--- config.mk ---
export PLATFORM = sky130hd
export DESIGN_NAME = sid_filter_sched_flat
export DESIGN_NICKNAME = d
export VERILOG_FILES = /design/src/rtl/sid_filter_sched_if.sv /design/src/rtl/sid_filter_sched.sv /design/src/flat_wrapper.sv
export SDC_FILE = /design/constraint.sdc
export NUM_CORES = 1
export LEC_CHECK = 0
export BUFFER_PORTS_ARGS = -buffer_cell sky130_fd_sc_hd__buf_4
export CAP_MARGIN = 20
export CORE_MARGIN = 2
export CORE_UTILIZATION = 52
export CTS_BUF_LIST = sky130_fd_sc_hd__clkbuf_4 sky130_fd_sc_hd__clkbuf_8
export DETAILED_ROUTE_END_ITERATION = 10
export PLACE_DENSITY_LB_ADDON = 0.25
export SLEW_MARGIN = 20
export SYNTH_ARGS = -nofsm -noshare
export SYNTH_HDL_FRONTEND = slang
export SYNTH_SLANG_ARGS = --single-unit
export TNS_END_PERCENT = 10
--- constraint.sdc ---
create_clock -name clk -period 2.6 [get_ports clk]
set_input_delay 0 -clock clk [delete_from_list [all_inputs] [get_ports clk]]
set_output_delay 0 -clock clk [all_outputs]
set_load 0.03 [all_outputs]
--- src/rtl/sid_filter_sched_if.sv ---
// Bus bundle for sid_filter_sched: register writes, filter link, PCM stream, status.
interface sid_filter_sched_if;
   logic        wr_en;
   logic [4:0]  wr_addr;
   logic [7:0]  wr_data;
   logic        filt_clk_enable;
   logic [10:0] reg_fc;
   logic [7:0]  res_filt;
   logic [7:0]  mode_vol;
   logic [14:0] filt_sample;
   logic        filt_sample_ready;
   logic [14:0] pcm_out;
   logic        pcm_valid;
   logic        pcm_ready;
   logic        clr_ovr;
   logic [7:0]  ovr_cnt;
   logic        desync_err;

   modport slave (
      input  wr_en, wr_addr, wr_data, filt_sample, filt_sample_ready, pcm_ready, clr_ovr,
      output filt_clk_enable, reg_fc, res_filt, mode_vol, pcm_out, pcm_valid, ovr_cnt, desync_err
   );

   modport master (
      output wr_en, wr_addr, wr_data, filt_sample, filt_sample_ready, pcm_ready, clr_ovr,
      input  filt_clk_enable, reg_fc, res_filt, mode_vol, pcm_out, pcm_valid, ovr_cnt, desync_err
   );
endinterface

--- src/rtl/sid_filter_sched.sv ---
// SID filter sequencer: step strobe, live filter config, 2-entry PCM output FIFO.
// Optional SID_SCHED_SHADOW_EN: config writes are held in shadows until the step-7 commit.
module sid_filter_sched #(
   parameter int DIV = 4
) (
   input logic                 clk,
   input logic                 rst,
   sid_filter_sched_if.slave   bus
);
   localparam int PW = (DIV > 1) ? $clog2(DIV) : 1;

   logic [PW-1:0] presc;
   logic          strobe;
   logic [2:0]    step;
   logic          desync;

   assign strobe              = (presc == PW'(DIV - 1));
   assign bus.filt_clk_enable = strobe & ~rst;

   always_ff @(posedge clk) begin
      if (rst) presc <= '0;
      else     presc <= strobe ? '0 : presc + 1'b1;
   end

   // A ready from the filter always means it is at step 0, so resync to 1.
   always_ff @(posedge clk) begin
      if (rst) begin
         step   <= 3'd0;
         desync <= 1'b0;
      end else if (strobe) begin
         step   <= bus.filt_sample_ready ? 3'd1 : step + 3'd1;
         desync <= desync | (bus.filt_sample_ready != (step == 3'd0));
      end
   end
   assign bus.desync_err = desync;

   logic [10:0] fc_q, fc_base, fc_n;
   logic [7:0]  rf_q, rf_base, rf_n;
   logic [7:0]  mv_q, mv_base, mv_n;

   always_comb begin
      fc_n = fc_base;
      rf_n = rf_base;
      mv_n = mv_base;
      if (bus.wr_en) begin
         case (bus.wr_addr)
            5'h15:   fc_n[2:0]  = bus.wr_data[2:0];
            5'h16:   fc_n[10:3] = bus.wr_data;
            5'h17:   rf_n       = bus.wr_data;
            5'h18:   mv_n       = bus.wr_data;
            default: ;
         endcase
      end
   end

`ifdef SID_SCHED_SHADOW_EN
   logic [10:0] fc_sh;
   logic [7:0]  rf_sh, mv_sh;
   logic        commit;

   assign commit  = strobe && (step == 3'd7);
   assign fc_base = fc_sh;
   assign rf_base = rf_sh;
   assign mv_base = mv_sh;

   // Commit takes shadow-next so a write in the commit cycle is not lost.
   always_ff @(posedge clk) begin
      if (rst) begin
         fc_sh <= '0; rf_sh <= '0; mv_sh <= '0;
         fc_q  <= '0; rf_q  <= '0; mv_q  <= '0;
      end else begin
         fc_sh <= fc_n; rf_sh <= rf_n; mv_sh <= mv_n;
         if (commit) begin
            fc_q <= fc_n; rf_q <= rf_n; mv_q <= mv_n;
         end
      end
   end
`else
   assign fc_base = fc_q;
   assign rf_base = rf_q;
   assign mv_base = mv_q;

   always_ff @(posedge clk) begin
      if (rst) begin
         fc_q <= '0; rf_q <= '0; mv_q <= '0;
      end else begin
         fc_q <= fc_n; rf_q <= rf_n; mv_q <= mv_n;
      end
   end
`endif

   assign bus.reg_fc   = fc_q;
   assign bus.res_filt = rf_q;
   assign bus.mode_vol = mv_q;

   // Shift-style FIFO: e0 is the head and simply holds its value once drained.
   logic [14:0] e0, e1;
   logic [1:0]  cnt;
   logic        push, pop, acc, drop;
   logic [7:0]  ovr;

   assign push = strobe && bus.filt_sample_ready;
   assign pop  = (cnt != 2'd0) && bus.pcm_ready;
   assign acc  = push && ((cnt != 2'd2) || pop);
   assign drop = push && !acc;

   always_ff @(posedge clk) begin
      if (rst) begin
         e0  <= '0;
         e1  <= '0;
         cnt <= 2'd0;
      end else if (pop && acc) begin
         if (cnt == 2'd2) begin
            e0 <= e1;
            e1 <= bus.filt_sample;
         end else begin
            e0 <= bus.filt_sample;
         end
      end else if (pop) begin
         if (cnt == 2'd2) e0 <= e1;
         cnt <= cnt - 2'd1;
      end else if (acc) begin
         if (cnt == 2'd0) e0 <= bus.filt_sample;
         else             e1 <= bus.filt_sample;
         cnt <= cnt + 2'd1;
      end
   end

   always_ff @(posedge clk) begin
      if (rst)                         ovr <= 8'd0;
      else if (bus.clr_ovr)            ovr <= 8'd0;
      else if (drop && ovr != 8'hFF)   ovr <= ovr + 8'd1;
   end

   assign bus.pcm_out   = e0;
   assign bus.pcm_valid = (cnt != 2'd0);
   assign bus.ovr_cnt   = ovr;
endmodule

--- src/flat_wrapper.sv ---
// flat-port wrapper written by rule: the top's interface ports become plain ports
module sid_filter_sched_flat 
#(
   parameter int DIV = 4
)
  (clk, rst, bus_wr_en, bus_wr_addr, bus_wr_data, bus_filt_sample, bus_filt_sample_ready, bus_pcm_ready, bus_clr_ovr, bus_filt_clk_enable, bus_reg_fc, bus_res_filt, bus_mode_vol, bus_pcm_out, bus_pcm_valid, bus_ovr_cnt, bus_desync_err);
  sid_filter_sched_if bus_i ();
  input logic clk;
  input logic rst;
  input wire logic [$bits(bus_i.wr_en)-1:0] bus_wr_en;
  input wire logic [$bits(bus_i.wr_addr)-1:0] bus_wr_addr;
  input wire logic [$bits(bus_i.wr_data)-1:0] bus_wr_data;
  input wire logic [$bits(bus_i.filt_sample)-1:0] bus_filt_sample;
  input wire logic [$bits(bus_i.filt_sample_ready)-1:0] bus_filt_sample_ready;
  input wire logic [$bits(bus_i.pcm_ready)-1:0] bus_pcm_ready;
  input wire logic [$bits(bus_i.clr_ovr)-1:0] bus_clr_ovr;
  output wire logic [$bits(bus_i.filt_clk_enable)-1:0] bus_filt_clk_enable;
  output wire logic [$bits(bus_i.reg_fc)-1:0] bus_reg_fc;
  output wire logic [$bits(bus_i.res_filt)-1:0] bus_res_filt;
  output wire logic [$bits(bus_i.mode_vol)-1:0] bus_mode_vol;
  output wire logic [$bits(bus_i.pcm_out)-1:0] bus_pcm_out;
  output wire logic [$bits(bus_i.pcm_valid)-1:0] bus_pcm_valid;
  output wire logic [$bits(bus_i.ovr_cnt)-1:0] bus_ovr_cnt;
  output wire logic [$bits(bus_i.desync_err)-1:0] bus_desync_err;
  assign bus_i.wr_en = bus_wr_en;
  assign bus_i.wr_addr = bus_wr_addr;
  assign bus_i.wr_data = bus_wr_data;
  assign bus_i.filt_sample = bus_filt_sample;
  assign bus_i.filt_sample_ready = bus_filt_sample_ready;
  assign bus_i.pcm_ready = bus_pcm_ready;
  assign bus_i.clr_ovr = bus_clr_ovr;
  assign bus_filt_clk_enable = bus_i.filt_clk_enable;
  assign bus_reg_fc = bus_i.reg_fc;
  assign bus_res_filt = bus_i.res_filt;
  assign bus_mode_vol = bus_i.mode_vol;
  assign bus_pcm_out = bus_i.pcm_out;
  assign bus_pcm_valid = bus_i.pcm_valid;
  assign bus_ovr_cnt = bus_i.ovr_cnt;
  assign bus_desync_err = bus_i.desync_err;
  sid_filter_sched #(.DIV(DIV)) u_core (.clk(clk), .rst(rst), .bus(bus_i));
endmodule
==> reports/results.ini, run 1 <==
[outcome]
status=complete, no violations

[critical_path]
worstRegToRegCells=5
crit-reg2reg-launch=u_core.presc[0]$_SDFF_PP0_
r2r_setup_slack_ps=550
worst-path-max-fanout=15
r2r-end=u_core.bus.pcm_out[7]$_SDFFE_PP0P_
endpoint_kind=flip-flop
crit_type=reg -> reg
start_kind=flip-flop
cp.required_ps=2830
slowest_stage=a21o_1
critPathArrivalTime_ps=2270
cp_slowest_stage_delay_ps=490
path_cells=ha_1, and2_1, a21o_1, nand2_1, a221oi_1

[sta]
worstMarginPinSlew_ps=688
finalMaxSlewViolations=0
fin_ws_ps=552
fin_worst_skew_ps=8.70
min_period_ps=2050
max-slew-margin-rel_pct=54.1
setup_viol=0
rsz0062_at_grt=no
fmax_mhz=488
final.setup.tns_ps=0
period_share_pct=78.8
finalHoldViolCount=0

[grt]
grt_util_all_layers_pct=23.0
grt_pass1_wl_um=11700
grt_pass1_vias=2551
globalRoute.totalOverflow=0
antenna_found_initial=0
grt_start_max_net_pins=68

[floorplan]
start_util_pct=54.7
io_pins=87
die_w_um=80.6
row_count=27
dieArea_mm2=0.00649
core_mm2=0.00557
dieHeight_um=80.6

[drt]
drt_pass1_iterations=4
post_drt_wl_per_cell_um=14.1
via_per_inst=5.29
drtIter0Drc=172
ant_nets=0
routed_wl_um=7110
dr_total_vias=2664
drcViolationCount=0

[synthesis]
synthDistinctLibCells=45
synth_area_per_cell_um2=9.41
async_flop_share_pct=0
ys_seq_area_share_pct=47.9
ys.flop_type=dfxtp_1
synth.yosys.warnings=0
ys_top_cells_by_area=dfxtp_1, mux2i_1, nor2_1
syn_nets=362
yosys.area.top_type=dfxtp_1
synth.ff_latch_count=73
synth_top_cell_area_share_pct=47.9
syn_inst=324
synth_area_mm2=0.00305
synth-edff-count=0

[power]
swShare_pct=25.6
share_comb_of_total_power_pct=10.0
ir_worst_vdd_mv=0.421
p_clk_share_pct=36.5
leakage_nw=1.90
p_seq_share_pct=53.4
p_int_w=0.00160
switchingPower_w=0.000550
powerDensity_mw_per_mm2=521

[layout]
nFillCells=426
diodes=0
register_area_mm2=0.00146
drive_above_1_share_pct=25.7
multi_input_area_mm2=0.00143
nNetsFinal=465
area_growth_pct=35.2
design_area_mm2=0.00412

[min_path]
min_from=bus_clr_ovr
min_to=u_core.bus.ovr_cnt[1]$_SDFFE_PP0P_
hold_depth=3
hold_path.class=in -> reg

[placement]
postPlaceCellArea_mm2=0.00372
io_buffers=86
dp_slack_ps=606
dp_hpwl_um=4690
gp_congestion=0.846

[job]
cap_violations=0

[clocking]
cts_resized=0
cts_buffers=9
clockBufferDepth=2
cts_tree=built
cts_num_sinks=73
clkTransAtPathRegs_ps=80
clock_tree.root_cell=clkbuf_8
htreeDepth=3
clk_latency_ps=330

-- cell families after synthesis --
| kind of cell | synth area share [%] |
|---|---|
| xor gates and xnor gates | 0.862 |
| DFF | 47.9 |
| and+or+nand+nor | 17.6 |
| AOI/OAI and AO/OA | 11.8 |
| adders and majority gates | 1.64 |
| muxes | 14.8 |
| buffers and inverters | 5.46 |
-- state kept, by name, summed over array words and instances (netlist names) --
register / flops
u_core.cnt: 2
u_core.bus.reg_fc: 11
u_core.bus.desync_err: 1
u_core.bus.ovr_cnt: 8
u_core.bus.mode_vol: 8
u_core.e1: 15
u_core.step: 3
u_core.bus.res_filt: 8
u_core.presc: 2
u_core.bus.pcm_out: 15
-- power groups by stage --
stage	clock network (W)	logic (W)	registers [W]
floorplan	0	0.0000773	0.00120
global placement	0	0.000182	0.00117
detailed placement	0	0.000187	0.00117
CTS	0.000802	0.000215	0.00115
global route	0.000852	0.000233	0.00115
finish	0.000785	0.000216	0.00115
-- per-stage QoR --
step                power [W]  std cells  utilization, %  hold WS [ps]
floorplan             0.00127        324               -           144
global placement      0.00135        465            66.7           248
detailed placement    0.00136        465            66.7           256
CTS                   0.00216        504            74.0          22.0
global route          0.00223        504            74.0          38.7
finish                0.00215        504            74.0          32.2
-- cell type report --
class,count,area share (%)
timing repair buffer,112,21.8
tap,72,2.18
clock buffer,10,3.19
inverter,19,1.73
sequential,73,35.4
multi-input combinational,212,34.6
clock inverter,6,1.09
-- Yosys cell counts, drive strengths merged, types with 2 or more instances --
cell type and count:
a21boi 2, mux2i 45, a311oi 2, clkbuf 8
and3 2, a21oi 21, buf 12, a211oi 5
dfxtp 73, ha 4, nand2b 2, nor2b 2
nand4b 2, nand3 4, and4 2, a221oi 14
inv 19, and4b 4, nor2 53, nand2 20
xnor2 2, and3b 2, nor3 5, o21ai 3
nand3b 2
-- layer usage --
layer	track usage (%)	up-vias	routed length, um
met2	39.0	63	3630
met3	5.17	14	327
met4	9.83	0	121
met5	0	-	0
met1	27.8	1256	3030
li1	-	1331	-
-- how the worst max path moves through the flow --
stage                                     startpoint                                   to  slack [ps]  depth (start not counted)
after floorplan           u_core.presc[0]$_SDFF_PP0_  u_core.bus.pcm_out[10]$_SDFFE_PP0P_         880                          7
after global placement    u_core.presc[0]$_SDFF_PP0_  u_core.bus.pcm_out[13]$_SDFFE_PP0P_         700                          5
after detailed placement  u_core.presc[0]$_SDFF_PP0_   u_core.bus.pcm_out[7]$_SDFFE_PP0P_         610                          5
after CTS                 u_core.presc[0]$_SDFF_PP0_   u_core.bus.pcm_out[7]$_SDFFE_PP0P_         570                          5
after global routing      u_core.presc[0]$_SDFF_PP0_   u_core.bus.pcm_out[7]$_SDFFE_PP0P_         320                          5
final                     u_core.presc[0]$_SDFF_PP0_   u_core.bus.pcm_out[7]$_SDFFE_PP0P_         550                          5
-- cell usage in the layout (no fill, tap or decap), types with 3 or more instances in the layout --
master and n:
nor2_1 53, nand3_1 4, nand2_1 20, inv_1 19, dfxtp_1 73, a221oi_1 14, and4b_1 4, clkinvlp_4 3
mux2i_1 45, a21oi_1 19, ha_1 4, dlygate4sd3_1 23, o21ai_0 3, a211oi_1 5, nor3_1 5, buf_4 89
clkbuf_8 9
-- critical path: cells and delay by family (launching register included) --
family | cells | cell delay [ps]
AO/OA/AOI/OAI | 2 | 760
AND/OR/NAND/NOR | 2 | 430
adder cells (fa/ha/maj) | 1 | 410
flip-flops | 1 | 350
-- what timing repair did --
item	CTS	global route
hold buffers	23	0
endpoints found under the hold margin	57	0
buffers inserted	0	0
Note: power is estimated with default switching activity, not from simulation.
==> run 2: changes to the inputs <==
--- a/config.mk
+++ b/config.mk
@@ -8,7 +8,7 @@
 export BUFFER_PORTS_ARGS = -buffer_cell sky130_fd_sc_hd__buf_4
 export CAP_MARGIN = 20
 export CORE_MARGIN = 2
-export CORE_UTILIZATION = 52
+export CORE_UTILIZATION = 48
 export CTS_BUF_LIST = sky130_fd_sc_hd__clkbuf_4 sky130_fd_sc_hd__clkbuf_8
 export DETAILED_ROUTE_END_ITERATION = 10
 export PLACE_DENSITY_LB_ADDON = 0.25
==> constraint.sdc (replaced) <==
create_clock -name clk -period 1.8 [get_ports clk]
set_input_delay 0 -clock clk [delete_from_list [all_inputs] [get_ports clk]]
set_output_delay 0 -clock clk [all_outputs]
set_load 0.03 [all_outputs]
==> reports/results.ini, run 2 (synthesis gave the netlist of run 1 again) <==
[clocking]
cts_num_sinks=73  ; unchanged
cts_tree=built
clk_latency_ps=340  ; about the same
htreeDepth=3  ; unchanged
clkTransAtPathRegs_ps=70  ; about the same
clock_tree.root_cell=clkbuf_8
cts_buffers=9  ; unchanged
clockBufferDepth=2  ; unchanged

[grt]
globalRoute.totalOverflow=0  ; unchanged
grt_pass1_wl_um=11900  ; +2.2%
grt_pass1_vias=2554  ; +0.12%
grt_start_max_net_pins=45  ; -34%
antenna_found_initial=0  ; unchanged
grt_util_all_layers_pct=20.8  ; -2.2 points

[sta]
worstMarginPinSlew_ps=562  ; -126 ps
max-slew-margin-rel_pct=62.4  ; +8.3 points
rsz0062_at_grt=no
period_share_pct=94.2  ; +15 points
final.setup.tns_ps=0  ; unchanged
finalHoldViolCount=0  ; unchanged
fmax_mhz=590  ; +21%
fin_worst_skew_ps=8.14  ; -0.560 ps
min_period_ps=1700  ; -352 ps
finalMaxSlewViolations=0  ; unchanged
setup_viol=0  ; unchanged

[placement]
dp.cells=475  ; +2.2%
dp_hpwl_um=4560  ; -2.6%
gp_congestion=0.789  ; -6.8%
io_buffers=86  ; unchanged
postPlaceCellArea_mm2=0.00381  ; +2.5%

[layout]
area_growth_pct=41.5
stdcell_count=514  ; +2.0%
design_area_mm2=0.00432  ; +4.7%
drive_above_1_share_pct=26.8  ; +1.1 points
nFillCells=517  ; +21%
final_common_cell=buf_4
nNetsFinal=470  ; +1.1%
diodes=0  ; unchanged
mostFrequentLayoutCells=buf_4, dfxtp_1, nor2_1

[power]
p_total_w=0.00361  ; +68%
leakage_nw=1.98  ; +4.6%
ir_worst_vdd_mv=0.671  ; +60%
powerDensity_mw_per_mm2=836  ; +60%

[critical_path]
crit-reg2reg-launch=u_core.presc[0]$_SDFF_PP0_
cp.required_ps=2070  ; -760 ps
worst-path-max-fanout=5  ; -10
critPathArrivalTime_ps=1960  ; -310 ps
r2r_setup_slack_ps=100  ; -450 ps
start_kind=flip-flop
r2r-end=u_core.bus.ovr_cnt[5]$_SDFFE_PP0P_
crit_type=reg -> reg
endpoint_kind=flip-flop
worstRegToRegCells=5  ; unchanged

[job]
cap_violations=0  ; unchanged

[drt]
via_per_inst=5.18  ; -2.1%
dr_total_vias=2661  ; -0.11%
post_drt_wl_per_cell_um=13.9  ; -1.6%
drcViolationCount=0  ; unchanged
routed_wl_um=7140  ; +0.31%
drtIter0Drc=95  ; -45%
ant_nets=0  ; unchanged
drt_pass1_iterations=6  ; +2

[floorplan]
die_w_um=83.7  ; +3.9%
dieArea_mm2=0.00701  ; +7.9%
start_util_pct=48.9  ; -5.8 points
core_mm2=0.00624  ; +12%
dieHeight_um=83.7  ; +3.9%
row_count=29  ; +7.4%
io_pins=87  ; unchanged

[min_path]
min_from=bus_clr_ovr
hold_depth=3  ; unchanged
min_to=u_core.bus.ovr_cnt[0]$_SDFFE_PP0P_
hold_path.class=in -> reg

[outcome]
status=complete, no violations

run 2: what timing repair did:
item	4_1_cts	5_1_grt
hold buffers	23	0
buffers inserted	0	0
resized for setup	0	2
hold endpoints to repair	57	0
endpoints found under the setup margin	0	3
run 2: how the worst max path moves through the flow:
| stage | from | endpoint | slack [ps] | depth (start not counted) |
|---|---|---|---|---|
| finish | u_core.presc[0]$_SDFF_PP0_ | u_core.bus.ovr_cnt[5]$_SDFFE_PP0P_ | 100 | 5 |
| global route | u_core.presc[0]$_SDFF_PP0_ | u_core.bus.ovr_cnt[5]$_SDFFE_PP0P_ | 9 | 5 |
| CTS | u_core.presc[0]$_SDFF_PP0_ | u_core.bus.ovr_cnt[5]$_SDFFE_PP0P_ | 20 | 5 |
| detailed placement | u_core.presc[0]$_SDFF_PP0_ | u_core.bus.ovr_cnt[5]$_SDFFE_PP0P_ | 40 | 5 |
| global placement | u_core.presc[0]$_SDFF_PP0_ | u_core.bus.ovr_cnt[5]$_SDFFE_PP0P_ | 110 | 5 |
| floorplan | u_core.presc[0]$_SDFF_PP0_ | u_core.bus.pcm_out[10]$_SDFFE_PP0P_ | 80 | 7 |
run 2: area by class of cell:
type                            count  area, um^2  area share, %
Multi-Input combinational cell    212        1440           33.3
Sequential cell                    73        1460           33.9
Clock inverter                      4        97.6           2.26
Clock buffer                       12         165           3.83
Inverter                           19        71.3           1.65
Timing Repair Buffer              117         986           22.8
Tap cell                           77        96.3           2.23
run 2: power by group:
| part | internal [W] | total (W) | switching (W) |
|---|---|---|---|
| Combinational | 0.000159 | 0.000321 | 0.000162 |
| Clock | 0.00103 | 0.00163 | 0.000591 |
| Sequential | 0.00164 | 0.00166 | 0.0000186 |
run 2: worst max-delay path: stages, from the launching register on:
cell,delay [ps]
dfxtp_1,380
ha_4,180
nand4b_4,100
or4b_1,510
or3_1,310
a21oi_1,130
run 2: metrics by stage:
step / hold slack [ps] / util, % / setup WS [ps]
after global routing: 57.9 / 69.2 / 9.14
after CTS: 30.6 / 69.0 / 22.7
after global placement: 244 / 61.1 / 105
after floorplan: 144 / - / 80.2
after detailed placement: 254 / 61.1 / 44.2
final: 34.6 / 69.2 / 105
run 2: routing by layer:
layer  routed length [um]  global-route usage, %  vias up
met4                   93                   8.36        0
met3                  434                   5.64        9
met5                    0                      0        -
met1                 3220                   26.2     1240
li1                     -                      -     1337
met2                 3390                   33.7       75
==> run 3: changes to the inputs <==
--- a/config.mk
+++ b/config.mk
@@ -11,8 +11,8 @@
 export CORE_UTILIZATION = 48
 export CTS_BUF_LIST = sky130_fd_sc_hd__clkbuf_4 sky130_fd_sc_hd__clkbuf_8
 export DETAILED_ROUTE_END_ITERATION = 10
+export GPL_TIMING_DRIVEN = 0
 export PLACE_DENSITY_LB_ADDON = 0.25
-export SLEW_MARGIN = 20
 export SYNTH_ARGS = -nofsm -noshare
 export SYNTH_HDL_FRONTEND = slang
 export SYNTH_SLANG_ARGS = --single-unit
==> reports/results.ini, run 3 (synthesis gave the netlist of run 1 again) <==
[critical_path]
start_kind=flip-flop
endpoint_kind=flip-flop
critPathArrivalTime_ps=2000  ; +40 ps
worstRegToRegCells=5  ; unchanged
r2r-end=u_core.bus.ovr_cnt[5]$_SDFFE_PP0P_
crit-reg2reg-launch=u_core.presc[1]$_SDFF_PP0_
crit_start=u_core.presc[1]$_SDFF_PP0_
r2r_setup_slack_ps=70  ; -30 ps
crit_type=reg -> reg
slowest_stage=or4b_1
cp_slowest_stage_delay_ps=540  ; +30 ps
cp.required_ps=2070  ; about the same
cp-endpoint=u_core.bus.ovr_cnt[5]$_SDFFE_PP0P_
path_cells=ha_4, nand4b_4, or4b_1, or3_1, a21oi_1
worst-path-max-fanout=7  ; +2

[clocking]
clock_tree.root_cell=clkbuf_8
clkTransAtPathRegs_ps=70  ; about the same
htreeDepth=3  ; unchanged
cts_num_sinks=73  ; unchanged
clk_latency_ps=340  ; about the same
clockBufferDepth=2  ; unchanged
cts_buffers=9  ; unchanged
cts_tree=built

[sta]
whs_ps=51.9  ; +17.3 ps
fin_ws_ps=74.7  ; -29.8 ps
period_share_pct=95.8  ; +1.7 points
setup_viol=0  ; unchanged
fmax_mhz=580  ; -1.7%
rsz0062_at_grt=yes
finalHoldViolCount=0  ; unchanged
final.setup.tns_ps=0  ; unchanged
finalMaxSlewViolations=0  ; unchanged
max-slew-margin-rel_pct=63.4  ; +1.0 points
fin_worst_skew_ps=4.28  ; -3.86 ps
min_period_ps=1730  ; +29.8 ps
worstMarginPinSlew_ps=547  ; -14.9 ps

[min_path]
hold_path.class=in -> reg
hold_depth=4  ; +1
min_from=bus_filt_sample_ready

[floorplan]
dieHeight_um=83.7  ; unchanged
die_w_um=83.7  ; unchanged
io_pins=87  ; unchanged
core_mm2=0.00624  ; unchanged
dieArea_mm2=0.00701  ; unchanged
start_util_pct=48.9  ; unchanged
row_count=29  ; unchanged

[drt]
routed_wl_um=7560  ; +6.0%
dr_total_vias=2783  ; +4.6%
post_drt_wl_per_cell_um=14.3  ; +3.0%
via_per_inst=5.26  ; +1.6%
ant_nets=0  ; unchanged
drt_pass1_iterations=4  ; -2
drcViolationCount=0  ; unchanged
drtIter0Drc=90  ; -5.3%

[grt]
globalRoute.totalOverflow=0  ; unchanged
grt_start_max_net_pins=12  ; -73%
grt_pass1_vias=2687  ; +5.2%
antenna_found_initial=0  ; unchanged
grt_pass1_wl_um=12500  ; +4.6%
grt_util_all_layers_pct=22.0  ; +1.2 points

[placement]
io_buffers=86  ; unchanged
dp_slack_ps=-248  ; -292 ps
gp_congestion=0.762  ; -3.4%
postPlaceCellArea_mm2=0.00379  ; -0.49%
dp_hpwl_um=4980  ; +9.1%

[job]
cap_violations=0  ; unchanged

[layout]
area_growth_pct=41.9
design_area_mm2=0.00433  ; +0.29%
drive_above_1_share_pct=27.7  ; +0.88 points
nFillCells=524  ; +1.4%
mostFrequentLayoutCells=buf_4, dfxtp_1, nor2_1
register_area_mm2=0.00146  ; about the same
diodes=0  ; unchanged
multi_input_area_mm2=0.00146  ; +1.7%
nNetsFinal=486  ; +3.4%
final_common_cell=buf_4

[power]
p_total_w=0.00329  ; -8.8%
ir_worst_vdd_mv=0.653  ; -2.7%
powerDensity_mw_per_mm2=760  ; -9.1%
leakage_nw=2.01  ; +1.2%

[outcome]
status=complete, no violations

## run 3: changes by cell type in the layout (fill, tap and decap cells not counted), moves of 2 or more
| cell | previous run | this run |
|---|---|---|
| buf_2 | 0 | 2 |
| buf_6 | 0 | 2 |
| bufinv_16 | 3 | 1 |
| buf_1 | 0 | 3 |
| a21oi_2 | 2 | 0 |
| buf_4 | 90 | 93 |
| clkbuf_4 | 0 | 2 |
| clkbuf_1 | 0 | 6 |
| a21oi_4 | 0 | 2 |
| clkinv_2 | 0 | 2 |
| buf_12 | 4 | 0 |
## run 3: metal layers
metal | part of all wire [%] | GRT usage (%) | vias up
li1 | - | - | 1372
met1 | 42 | 26.7 | 1312
met2 | 48 | 36.3 | 80
met3 | 7.3 | 6.33 | 19
met4 | 2.0 | 9.53 | 0
met5 | 0 | 0 | -
## run 3: what timing repair did
action,in CTS,in global routing
pin swaps,2,1
hold endpoints to repair,57,0
hold buffers,23,0
resized for setup,14,7
buffers inserted,2,2
endpoints found under the setup margin,25,26
## run 3: worst min-delay path by stage
| stage | endpoint | slack (ps) |
|---|---|---|
| final | u_core.step[2]$_SDFFE_PP0N_ | 50 |
| after global routing | u_core.bus.desync_err$_SDFFE_PP0N_ | 110 |
| after CTS | u_core.step[2]$_SDFFE_PP0N_ | 40 |
| after detailed placement | u_core.e1[10]$_SDFFE_PP0P_ | 260 |
| after global placement | u_core.bus.mode_vol[3]$_SDFFE_PP0P_ | 250 |
| after floorplan | u_core.bus.mode_vol[0]$_SDFFE_PP0P_ | 140 |
## run 3: worst max-delay path, delay by kind of cell, from the launching register on
kind	cells	cell delay (ps)
AO/OA/AOI/OAI	1	140
AND/OR/NAND/NOR	3	1000
flip-flops	1	360
adder cells (fa/ha/maj)	1	160
## run 3: through the flow
stage	cells	utilization, %
6_report	529	69.4
5_1_grt	529	69.4
4_1_cts	527	68.7
3_5_place_dp	487	60.8
3_3_place_gp	487	60.8
2_1_floorplan	324	-
## run 3: layout make-up
type,count,area share (%)
Buffer,20,3.01
Clock buffer,12,3.67
Clock inverter,3,0.925
Inverter,19,1.65
Multi-Input combinational cell,212,33.8
Sequential cell,73,33.8
Tap cell,77,2.23
Timing Repair Buffer,113,20.9
## run 3: power by group
| group | switching [W] | internal, W | total, W |
|---|---|---|---|
| sequential | 0.0000171 | 0.00164 | 0.00166 |
| combinational | 0.000173 | 0.000165 | 0.000338 |
| clock | 0.000573 | 0.000720 | 0.00129 |
